`src/rtl/arp_ctrl_if.sv`:
```
// Handshake bundle between the ARP control stage and the arp frame engine.
// The master side launches frames; the slave side reports receptions and transmit completion.
interface arp_ctrl_if;
  logic        arp_tx_en;
  logic        arp_tx_type;
  logic [47:0] des_mac;
  logic [31:0] des_ip;
  logic        arp_rx_done;
  logic        arp_rx_type;
  logic [47:0] src_mac;
  logic [31:0] src_ip;
  logic        tx_done;

  modport master (
    output arp_tx_en, arp_tx_type, des_mac, des_ip,
    input  arp_rx_done, arp_rx_type, src_mac, src_ip, tx_done
  );

  modport slave (
    input  arp_tx_en, arp_tx_type, des_mac, des_ip,
    output arp_rx_done, arp_rx_type, src_mac, src_ip, tx_done
  );
endinterface

```
`src/rtl/arp_ctrl.sv`:
```
// ARP control: resolves TARGET_IP with timed retries, answers every received request,
// and keeps a one-entry peer cache for downstream transmit stages.
module arp_ctrl #(
  parameter logic [31:0] TARGET_IP     = 32'hC0A80166,
  parameter int          REPLY_TIMEOUT = 125_000_000,
  parameter int          MAX_RETRY     = 3
) (
  input  logic        gmii_clk,
  input  logic        rst_n,
  input  logic        start_req,
  arp_ctrl_if.master  arp,
  output logic        busy,
  output logic        peer_valid,
  output logic [47:0] peer_mac,
  output logic [31:0] peer_ip,
  output logic        resolve_fail
);

  localparam int             TW         = $clog2(REPLY_TIMEOUT);
  localparam logic [TW-1:0]  TIMER_LAST = TW'(REPLY_TIMEOUT - 1);
  localparam logic [3:0]     RETRY_MAX  = 4'(MAX_RETRY);

  typedef enum logic [1:0] {IDLE, TX, TX_WAIT, WAIT_RPL} state_t;

  state_t        state_reg, state_next;
  state_t        ret_reg, ret_next;
  logic          is_reply_reg, is_reply_next;
  logic [TW-1:0] timer_reg, timer_next;
  logic [3:0]    attempt_reg, attempt_next;
  logic          rpl_pend_reg, rpl_pend_next;
  logic [47:0]   rpl_mac_reg, rpl_mac_next;
  logic [31:0]   rpl_ip_reg, rpl_ip_next;
  logic          peer_valid_reg, peer_valid_next;
  logic [47:0]   peer_mac_reg, peer_mac_next;
  logic [31:0]   peer_ip_reg, peer_ip_next;
  logic          resolve_fail_reg, resolve_fail_next;
  logic          tx_en_reg, tx_en_next;
  logic          tx_type_reg, tx_type_next;
  logic [47:0]   des_mac_reg, des_mac_next;
  logic [31:0]   des_ip_reg, des_ip_next;

  logic rx_req, rx_peer, rx_learn_reply;

  assign rx_req         = arp.arp_rx_done && !arp.arp_rx_type;
  assign rx_peer        = arp.arp_rx_done && (arp.src_ip == TARGET_IP);
  assign rx_learn_reply = rx_peer && arp.arp_rx_type;

  always_comb begin
    state_next        = state_reg;
    ret_next          = ret_reg;
    is_reply_next     = is_reply_reg;
    timer_next        = timer_reg;
    attempt_next      = attempt_reg;
    rpl_pend_next     = rpl_pend_reg;
    rpl_mac_next      = rpl_mac_reg;
    rpl_ip_next       = rpl_ip_reg;
    peer_valid_next   = peer_valid_reg;
    peer_mac_next     = peer_mac_reg;
    peer_ip_next      = peer_ip_reg;
    resolve_fail_next = resolve_fail_reg;
    tx_en_next        = 1'b0;
    tx_type_next      = tx_type_reg;
    des_mac_next      = des_mac_reg;
    des_ip_next       = des_ip_reg;

    if (rx_req) begin
      rpl_mac_next = arp.src_mac;
      rpl_ip_next  = arp.src_ip;
    end

    case (state_reg)
      IDLE: begin
        if (rpl_pend_reg) begin
          state_next    = TX;
          is_reply_next = 1'b1;
          ret_next      = IDLE;
        end else if (start_req) begin
          resolve_fail_next = 1'b0;
          peer_valid_next   = 1'b0;
          attempt_next      = 4'd1;
          state_next        = TX;
          is_reply_next     = 1'b0;
          ret_next          = WAIT_RPL;
        end
      end
      TX: begin
        state_next = TX_WAIT;
        if (is_reply_reg) rpl_pend_next = 1'b0;
      end
      TX_WAIT: begin
        if (arp.tx_done) begin
          state_next = ret_reg;
          if (!is_reply_reg) timer_next = '0;
        end
      end
      WAIT_RPL: begin
        // Every waiting cycle counts, including the one that detours to send a reply.
        timer_next = timer_reg + TW'(1);
        if (rx_learn_reply) begin
          state_next = IDLE;
        end else if (rpl_pend_reg) begin
          state_next    = TX;
          is_reply_next = 1'b1;
          ret_next      = WAIT_RPL;
        end else if (timer_reg == TIMER_LAST) begin
          if (attempt_reg < RETRY_MAX) begin
            attempt_next  = attempt_reg + 4'd1;
            state_next    = TX;
            is_reply_next = 1'b0;
            ret_next      = WAIT_RPL;
          end else begin
            resolve_fail_next = 1'b1;
            state_next        = IDLE;
          end
        end
      end
      default: state_next = IDLE;
    endcase

    // A request landing in the reply's TX cycle must survive the clear above.
    if (rx_req) rpl_pend_next = 1'b1;

    if (rx_peer) begin
      peer_valid_next = 1'b1;
      peer_mac_next   = arp.src_mac;
      peer_ip_next    = arp.src_ip;
    end

    // Frame fields are captured on entry to TX so they are valid alongside arp_tx_en.
    if (state_next == TX) begin
      tx_en_next   = 1'b1;
      tx_type_next = is_reply_next;
      des_mac_next = is_reply_next ? rpl_mac_next : 48'hFFFF_FFFF_FFFF;
      des_ip_next  = is_reply_next ? rpl_ip_next : TARGET_IP;
    end
  end

  always_ff @(posedge gmii_clk) begin
    if (!rst_n) begin
      state_reg        <= IDLE;
      ret_reg          <= IDLE;
      is_reply_reg     <= 1'b0;
      timer_reg        <= '0;
      attempt_reg      <= '0;
      rpl_pend_reg     <= 1'b0;
      rpl_mac_reg      <= '0;
      rpl_ip_reg       <= '0;
      peer_valid_reg   <= 1'b0;
      peer_mac_reg     <= '0;
      peer_ip_reg      <= '0;
      resolve_fail_reg <= 1'b0;
      tx_en_reg        <= 1'b0;
      tx_type_reg      <= 1'b0;
      des_mac_reg      <= 48'hFFFF_FFFF_FFFF;
      des_ip_reg       <= '0;
    end else begin
      state_reg        <= state_next;
      ret_reg          <= ret_next;
      is_reply_reg     <= is_reply_next;
      timer_reg        <= timer_next;
      attempt_reg      <= attempt_next;
      rpl_pend_reg     <= rpl_pend_next;
      rpl_mac_reg      <= rpl_mac_next;
      rpl_ip_reg       <= rpl_ip_next;
      peer_valid_reg   <= peer_valid_next;
      peer_mac_reg     <= peer_mac_next;
      peer_ip_reg      <= peer_ip_next;
      resolve_fail_reg <= resolve_fail_next;
      tx_en_reg        <= tx_en_next;
      tx_type_reg      <= tx_type_next;
      des_mac_reg      <= des_mac_next;
      des_ip_reg       <= des_ip_next;
    end
  end

  assign arp.arp_tx_en   = tx_en_reg;
  assign arp.arp_tx_type = tx_type_reg;
  assign arp.des_mac     = des_mac_reg;
  assign arp.des_ip      = des_ip_reg;
  assign busy            = (state_reg != IDLE) || rpl_pend_reg;
  assign peer_valid      = peer_valid_reg;
  assign peer_mac        = peer_mac_reg;
  assign peer_ip         = peer_ip_reg;
  assign resolve_fail    = resolve_fail_reg;

endmodule
```
`src/flat_wrapper.sv`:
```
// flat-port wrapper written by rule: the top's interface ports become plain ports
module arp_ctrl_flat 
#(
  parameter logic [31:0] TARGET_IP     = 32'hC0A80166,
  parameter int          REPLY_TIMEOUT = 125_000_000,
  parameter int          MAX_RETRY     = 3
)
  (gmii_clk, rst_n, start_req, busy, peer_valid, peer_mac, peer_ip, resolve_fail, arp_arp_tx_en, arp_arp_tx_type, arp_des_mac, arp_des_ip, arp_arp_rx_done, arp_arp_rx_type, arp_src_mac, arp_src_ip, arp_tx_done);
  arp_ctrl_if arp_i ();
  input  logic gmii_clk;
  input  logic rst_n;
  input  logic start_req;
  output logic busy;
  output logic peer_valid;
  output logic [47:0] peer_mac;
  output logic [31:0] peer_ip;
  output logic resolve_fail;
  output wire logic [$bits(arp_i.arp_tx_en)-1:0] arp_arp_tx_en;
  output wire logic [$bits(arp_i.arp_tx_type)-1:0] arp_arp_tx_type;
  output wire logic [$bits(arp_i.des_mac)-1:0] arp_des_mac;
  output wire logic [$bits(arp_i.des_ip)-1:0] arp_des_ip;
  input wire logic [$bits(arp_i.arp_rx_done)-1:0] arp_arp_rx_done;
  input wire logic [$bits(arp_i.arp_rx_type)-1:0] arp_arp_rx_type;
  input wire logic [$bits(arp_i.src_mac)-1:0] arp_src_mac;
  input wire logic [$bits(arp_i.src_ip)-1:0] arp_src_ip;
  input wire logic [$bits(arp_i.tx_done)-1:0] arp_tx_done;
  assign arp_arp_tx_en = arp_i.arp_tx_en;
  assign arp_arp_tx_type = arp_i.arp_tx_type;
  assign arp_des_mac = arp_i.des_mac;
  assign arp_des_ip = arp_i.des_ip;
  assign arp_i.arp_rx_done = arp_arp_rx_done;
  assign arp_i.arp_rx_type = arp_arp_rx_type;
  assign arp_i.src_mac = arp_src_mac;
  assign arp_i.src_ip = arp_src_ip;
  assign arp_i.tx_done = arp_tx_done;
  arp_ctrl #(.TARGET_IP(TARGET_IP), .REPLY_TIMEOUT(REPLY_TIMEOUT), .MAX_RETRY(MAX_RETRY)) u_core (.gmii_clk(gmii_clk), .rst_n(rst_n), .start_req(start_req), .arp(arp_i), .busy(busy), .peer_valid(peer_valid), .peer_mac(peer_mac), .peer_ip(peer_ip), .resolve_fail(resolve_fail));
endmodule
```
`config.mk`:
```
export PLATFORM = sky130hd
export DESIGN_NAME = arp_ctrl_flat
export DESIGN_NICKNAME = d
export VERILOG_FILES = /design/src/rtl/arp_ctrl_if.sv /design/src/rtl/arp_ctrl.sv /design/src/flat_wrapper.sv
export SDC_FILE = /design/constraint.sdc
export NUM_CORES = 1
export LEC_CHECK = 0
export BUFFER_PORTS_ARGS = -buffer_cell sky130_fd_sc_hd__buf_4
export CAP_MARGIN = 20
export CORE_AREA = 2 2 112 223
export DETAILED_ROUTE_END_ITERATION = 16
export DIE_AREA = 0 0 114 225
export PLACE_DENSITY = 0.83
export SLEW_MARGIN = 20
export SYNTH_ARGS = -nofsm -noshare
export SYNTH_HDL_FRONTEND = slang
export SYNTH_SLANG_ARGS = --single-unit
```
`constraint.sdc`:
```
create_clock -name gmii_clk -period 2.3 [get_ports gmii_clk]
set_input_delay 0.46 -clock gmii_clk [delete_from_list [all_inputs] [get_ports gmii_clk]]
set_output_delay 0.46 -clock gmii_clk [all_outputs]
set_load 0.05 [all_outputs]
```
Word-level counts from Yosys, hierarchy flattened
Cells that the tools add are included.
{"block": "totals", "register_bits": 281, "in_bits": 86, "output_inout_bits": 165, "word_cells": 106}
{"block": "op_classes", "n_addsub": 2, "order_cmp": 1, "eq_ne": 19, "mux": 49, "n_reduce_logical": 19}
{"cell": "48-bit 2-to-1 mux", "count": 2}
{"cell": "32-bit 2-to-1 mux", "count": 2}
{"cell": "27-bit 2-to-1 mux", "count": 2}
{"cell": "27-bit case mux with 2 select lines", "count": 1}
{"cell": "32-bit equality test (second input constant)", "count": 1}
{"cell": "27-bit by 1-bit adder with 27-bit output (second input constant)", "count": 1}
{"cell": "27-bit equality test (second input constant)", "count": 1}
{"cell": "2-bit 2-to-1 mux", "count": 12}
{"cell": "4-bit 2-to-1 mux", "count": 6}
{"cell": "1-bit 2-to-1 mux", "count": 19}
{"cell": "2-bit != test (second input constant)", "count": 8}
{"cell": "7-bit AND reduction", "count": 2}
{"cell": "2-bit nonzero test", "count": 7}
{"cell": "2-bit case mux with 4 select lines", "count": 1}
{"cell": "4-bit case mux with 2 select lines", "count": 1}
{"cell": "3-bit by 1-bit != test with 1-bit output (second input constant)", "count": 2}
{"cell": "3-bit AND reduction", "count": 2}
{"cell": "5-bit AND reduction", "count": 1}
{"cell": "4-bit by 1-bit adder with 4-bit output (second input constant)", "count": 1}
{"cell": "2-bit by 1-bit equality test with 1-bit output (second input constant)", "count": 2}
{"cell": "2-bit equality test (second input constant)", "count": 2}
{"cell": "4-bit by 2-bit < comparator with 1-bit output (second input constant)", "count": 1}
{"cell": "2-bit by 1-bit != test with 1-bit output (second input constant)", "count": 2}
{"cell": "1-bit case mux with 2 select lines", "count": 2}
{"cell": "7 further kinds", "count": 9}

Longest topological paths before layout
{"block": "logic_depth", "depth_word": 8, "mapped_depth": 11, "depth_no_buf": 8}

Worst setup path after synthesis
Ideal clock, no wire load.
{"block": "synth_path", "path_type": "register to register", "from": "register u_core.state_reg[1]", "to": "register u_core.des_ip_reg[8], in the netlist u_core.arp.des_ip[8]", "setup_time_ps": 121, "arrival_time_ps": 2420, "required_time_ps": 2179, "slack_ps": -241, "stages_incl_launch_ff": 12, "n_path_buf": 3, "period_less_slack_ps": 2541, "cell_sequence": "dfxtp_1 -> inv_1 -> ha_1 -> clkbuf_1 -> nand2b_1 -> nor3_1 -> inv_1 -> o211a_1 -> o22ai_1 -> buf_6 -> buf_6 -> mux2_4"}
{"block": "synth_between", "elab_chain_len": 5, "elab_cells_between_ends": 14, "cone_classes": "eq/ne (4); mux (9); reduce/logical (1)"}
{"item": "from (decl)", "line": "arp_ctrl.sv:25", "source": "state_t state_reg, state_next;"}
{"item": "from (signal assigned)", "line": "arp_ctrl.sv:157", "source": "state_reg <= state_next;"}
{"item": "2-bit 2-to-1 mux", "line": "arp_ctrl.sv:105", "source": "end else if (timer_reg == TIMER_LAST) begin"}
{"item": "2-bit 2-to-1 mux", "line": "arp_ctrl.sv:101", "source": "end else if (rpl_pend_reg) begin"}
{"item": "2-bit 2-to-1 mux", "line": "arp_ctrl.sv:99", "source": "if (rx_learn_reply) begin"}
{"item": "2-bit case mux with 4 select lines", "line": "arp_ctrl.sv:71", "source": "case (state_reg)"}
{"item": "2-bit by 1-bit equality test with 1-bit output", "line": "arp_ctrl.sv:130", "source": "if (state_next == TX) begin"}
{"item": "to (signal assigned)", "line": "arp_ctrl.sv:172", "source": "des_ip_reg <= des_ip_next;"}
{"item": "to (decl)", "line": "arp_ctrl.sv:40", "source": "logic [31:0] des_ip_reg, des_ip_next;"}
Parallel ways exist; a longest one is shown, timed or not.
A chain may end at the register's enable or synchronous reset.

Worst setup path in the final report
{"block": "layout_path", "from": "register u_core.timer_reg[0]", "to": "register u_core.des_ip_reg[25], in the netlist u_core.arp.des_ip[25]"}
{"block": "layout_between", "elab_chain_len": 6, "elab_cells_between_ends": 11, "cone_classes": "eq/ne (2); mux (9)"}
{"item": "from (decl)", "line": "arp_ctrl.sv:28", "source": "logic [TW-1:0] timer_reg, timer_next;"}
{"item": "from (signal assigned)", "line": "arp_ctrl.sv:160", "source": "timer_reg <= timer_next;"}
{"item": "27-bit equality test (*)", "line": "arp_ctrl.sv:105"}
{"item": "2-bit 2-to-1 mux or 1-bit 2-to-1 mux (tied branches)", "line": "arp_ctrl.sv:105"}
{"item": "2-bit 2-to-1 mux or 1-bit 2-to-1 mux (tied branches)", "line": "arp_ctrl.sv:101"}
{"item": "2-bit 2-to-1 mux or 1-bit 2-to-1 mux (tied branches)", "line": "arp_ctrl.sv:99"}
{"item": "2-bit case mux with 4 select lines or 1-bit case mux with 2 select lines (tied branches)", "line": "arp_ctrl.sv:71"}
{"item": "2-bit by 1-bit equality test with 1-bit output or 32-bit 2-to-1 mux (tied branches)", "line": "arp_ctrl.sv:130, arp_ctrl.sv:134"}
Every way passes the cells marked *; elsewhere a longest branch is shown, timed or not.

==> out/summary.txt <==
Seq/Total Area, Yosys -> 48.3%
Die X -> 114 um
Final Cycle Share -> 97.4%
hold path startpoint -> arp_src_mac[33]
Worst R2R Path Depth -> 8
Yosys top cell by area -> dfxtp_1
global-route wire length before repair -> 49800 um
Layout area overhead -> 34.3%
HP Class -> input pin to flip-flop
placed cell count -> 1798
ys async rst share -> 0%
worst r2r src -> u_core.timer_reg[0]
worst path required time -> 2.70 ns
largest net degree at the start of global routing -> 89
GPL Wtd Cong -> 0.881
commonest cells after routing, fill and taps aside -> buf_4 (336), dfxtp_1 (276), nand2_1 (248)
crit path kind -> flip-flop to flip-flop
post-synthesis register bit count -> 280
clock latency at the later pin of the worst-skew pair -> 0.54 ns
synth unique cells -> 49
maxcap violations -> 0
Clock Tree Root -> clkbuf_16
Tmin final -> 2.24 ns
Final Skew -> 0.0166 ns
Synth top area share -> 48.3%
VDD IR max -> 635 uV
Cells after Synth -> 1254
Mapped Area -> 11600 um^2
commonest non-fill, non-tap cell in the layout -> buf_4
Synth area leaders -> dfxtp_1 (48%), mux2i_1 (12%), nand2_1 (8.1%)
crit start category -> flip-flop
routed len/inst -> 17.4 um
clock-pin slew on the worst setup and hold paths -> 0.07 ns
Top FF cell, synth -> dfxtp_1
I/O pins -> 251
total CTS buffers -> 25
RSZ-0062 raised after global routing -> false
Syn Area/Cell -> 9.25 um^2
ANT cells -> 0
fin cells -> 1859
final setup violation count -> 0
Core ar. -> 23800 um^2
TritonCTS Sinks -> 280
Final Max Slew Viols -> 0
GRT overflow -> 0
hold buffers post-CTS -> 0
CTS tree -> done
maximum clock path buffer count -> 3
initial antenna violation count -> 0
worst path cell trace -> ha_4, nand3_2, nand3b_1, or2_4, o31a_1, buf_12, o21ai_0, mux2i_1
Hold Vio Cnt, Final -> 0
Routed Antenna Nets -> 0
TritonRoute pass-1 iters -> 5
die area -> 25700 um^2
drt drc -> 0
Slew headroom -> 57.0%
Leak -> 6.65 nW
Vias/cell -> 5.28
port bufs -> 250
Max stage delay on crit path -> 0.35 ns
worst endpoint data arrival time -> 2.64 ns
reg2reg end -> u_core.arp.des_ip[25]
layout cells sized above 1 -> 28.1%
Setup TNS Final -> 0 ns
Die Ht -> 225 um
post-DP HPWL -> 22300 um
Worst Path Max Fanout -> 22
Post-synth EDFFs -> 0
FF/Latch Area -> 5610 um^2
Worst path slowest cell -> dfxtp_2
# H-tree levels -> 1
hold path endpoint -> u_core.peer_mac[33]
Max Fclk -> 446 MHz
number of DRC markers in iteration 0 -> 516
Worst-Margin Slew -> 0.645 ns
Initial Utilization -> 48.7%
nets -> 1645
row count -> 80
vias in the first global route -> 9884
setup slack, reg-to-reg -> 0.06 ns
synth warn -> 0
GRT Total Usage -> 24.2%
Post-Syn Nets -> 1346
area of the multi-input gates -> 5660 um^2
P per Cell Area -> 1050 nW/um^2
final wirelength -> 32300 um
via count -> 9814
status -> finished clean
Crit. End Element -> flip-flop
Worst Hold Path Cells -> 3
Filler cells -> 1923
## metal layers
metal  wire, um  global-route usage [%]  vias up
li1           -                       -     4795
met1      11800                    24.9     4629
met2      17300                    46.2      304
met3       1680                    3.82       86
met4       1510                    12.0        0
met5          0                       0        -
## repair_timing
action                     in CTS  in global routing
setup endpoints to repair      68                 81
pin swaps                       6                 11
gates resized for setup         7                 21
cloned                          2                  1
buffers inserted                9                  4
## logic make-up after synthesis
group                    synth area share, %
AO/OA/AOI/OAI                           11.4
XOR/XNOR                                1.89
adder cells (fa/ha/maj)                0.647
buffers and inverters                   3.76
flip-flops                              48.3
multiplexers                            12.2
AND/OR/NAND/NOR                         21.7
## through the flow
step                util, %  hold slack [ns]  area [um^2]  total power [W]  setup WS (ns)
floorplan                 -            0.438        11600          0.00954         0.0863
detailed placement     60.4            0.454        14400           0.0112         -0.316
global placement       60.4            0.447        14400           0.0111         -0.223
CTS                    65.0            0.172        15500           0.0164       0.000102
global route           65.4            0.184        15600           0.0170        0.00168
finish                 65.4            0.191        15600           0.0164         0.0596
## cells in the mapped netlist, types with 5 or more instances
master and number:
dfxtp_1 280, nand2_1 249, mux2i_1 139, nor2b_1 112, a21boi_0 75, clkbuf_1 67, a21oi_1 52, nor2_1 44
nand3_1 27, o21ai_0 27, and3_1 26, xnor2_1 14, nand4_1 12, o21a_1 12, nor3_1 11, xor2_1 11
buf_4 10, inv_1 10, o211ai_1 10, buf_2 7, ha_1 6, and2_1 5
## layout make-up
class | instances | area share, %
multi-input combinational | 874 | 36.3
timing repair buffer | 362 | 19.3
sequential | 280 | 36.0
clock inverter | 13 | 1.30
tap | 287 | 2.31
clock buffer | 33 | 4.53
inverter | 10 | 0.241
## worst max path at each step
stage / start / endpoint / slack [ns] / cells past startpoint
floorplan: arp_src_ip[4] / u_core.arp.des_ip[8] / 0.09 / 8
detailed placement: arp_src_ip[6] / u_core.arp.des_mac[18] / -0.32 / 8
global placement: arp_src_ip[26] / u_core.arp.des_mac[29] / -0.22 / 9
global route: u_core.state_reg[1] / u_core.timer_reg[26] / 0.002 / 9
finish: u_core.timer_reg[0] / u_core.arp.des_ip[25] / 0.06 / 8
CTS: u_core.timer_reg[1] / u_core.arp.des_mac[5] / 0.0001 / 10
## where the power goes
part           leakage (nW)  total (W)  switching [W]  internal [W]
Clock                 0.443    0.00458        0.00184       0.00273
Combinational          3.93    0.00628        0.00361       0.00267
Sequential             2.27    0.00551       0.000238       0.00527
Total                  6.65     0.0164        0.00569        0.0107
## critical path, delay by kind of cell, from the launching register on
kind	cells	cell delay (ns)
and+or+nand+nor	3	0.70
AOI/OAI and AO/OA	2	0.59
DFF	1	0.35
buffers and inverters	1	0.17
adders and majority gates	1	0.15
muxes	1	0.14
Note: power is estimated with default switching activity, not from simulation.
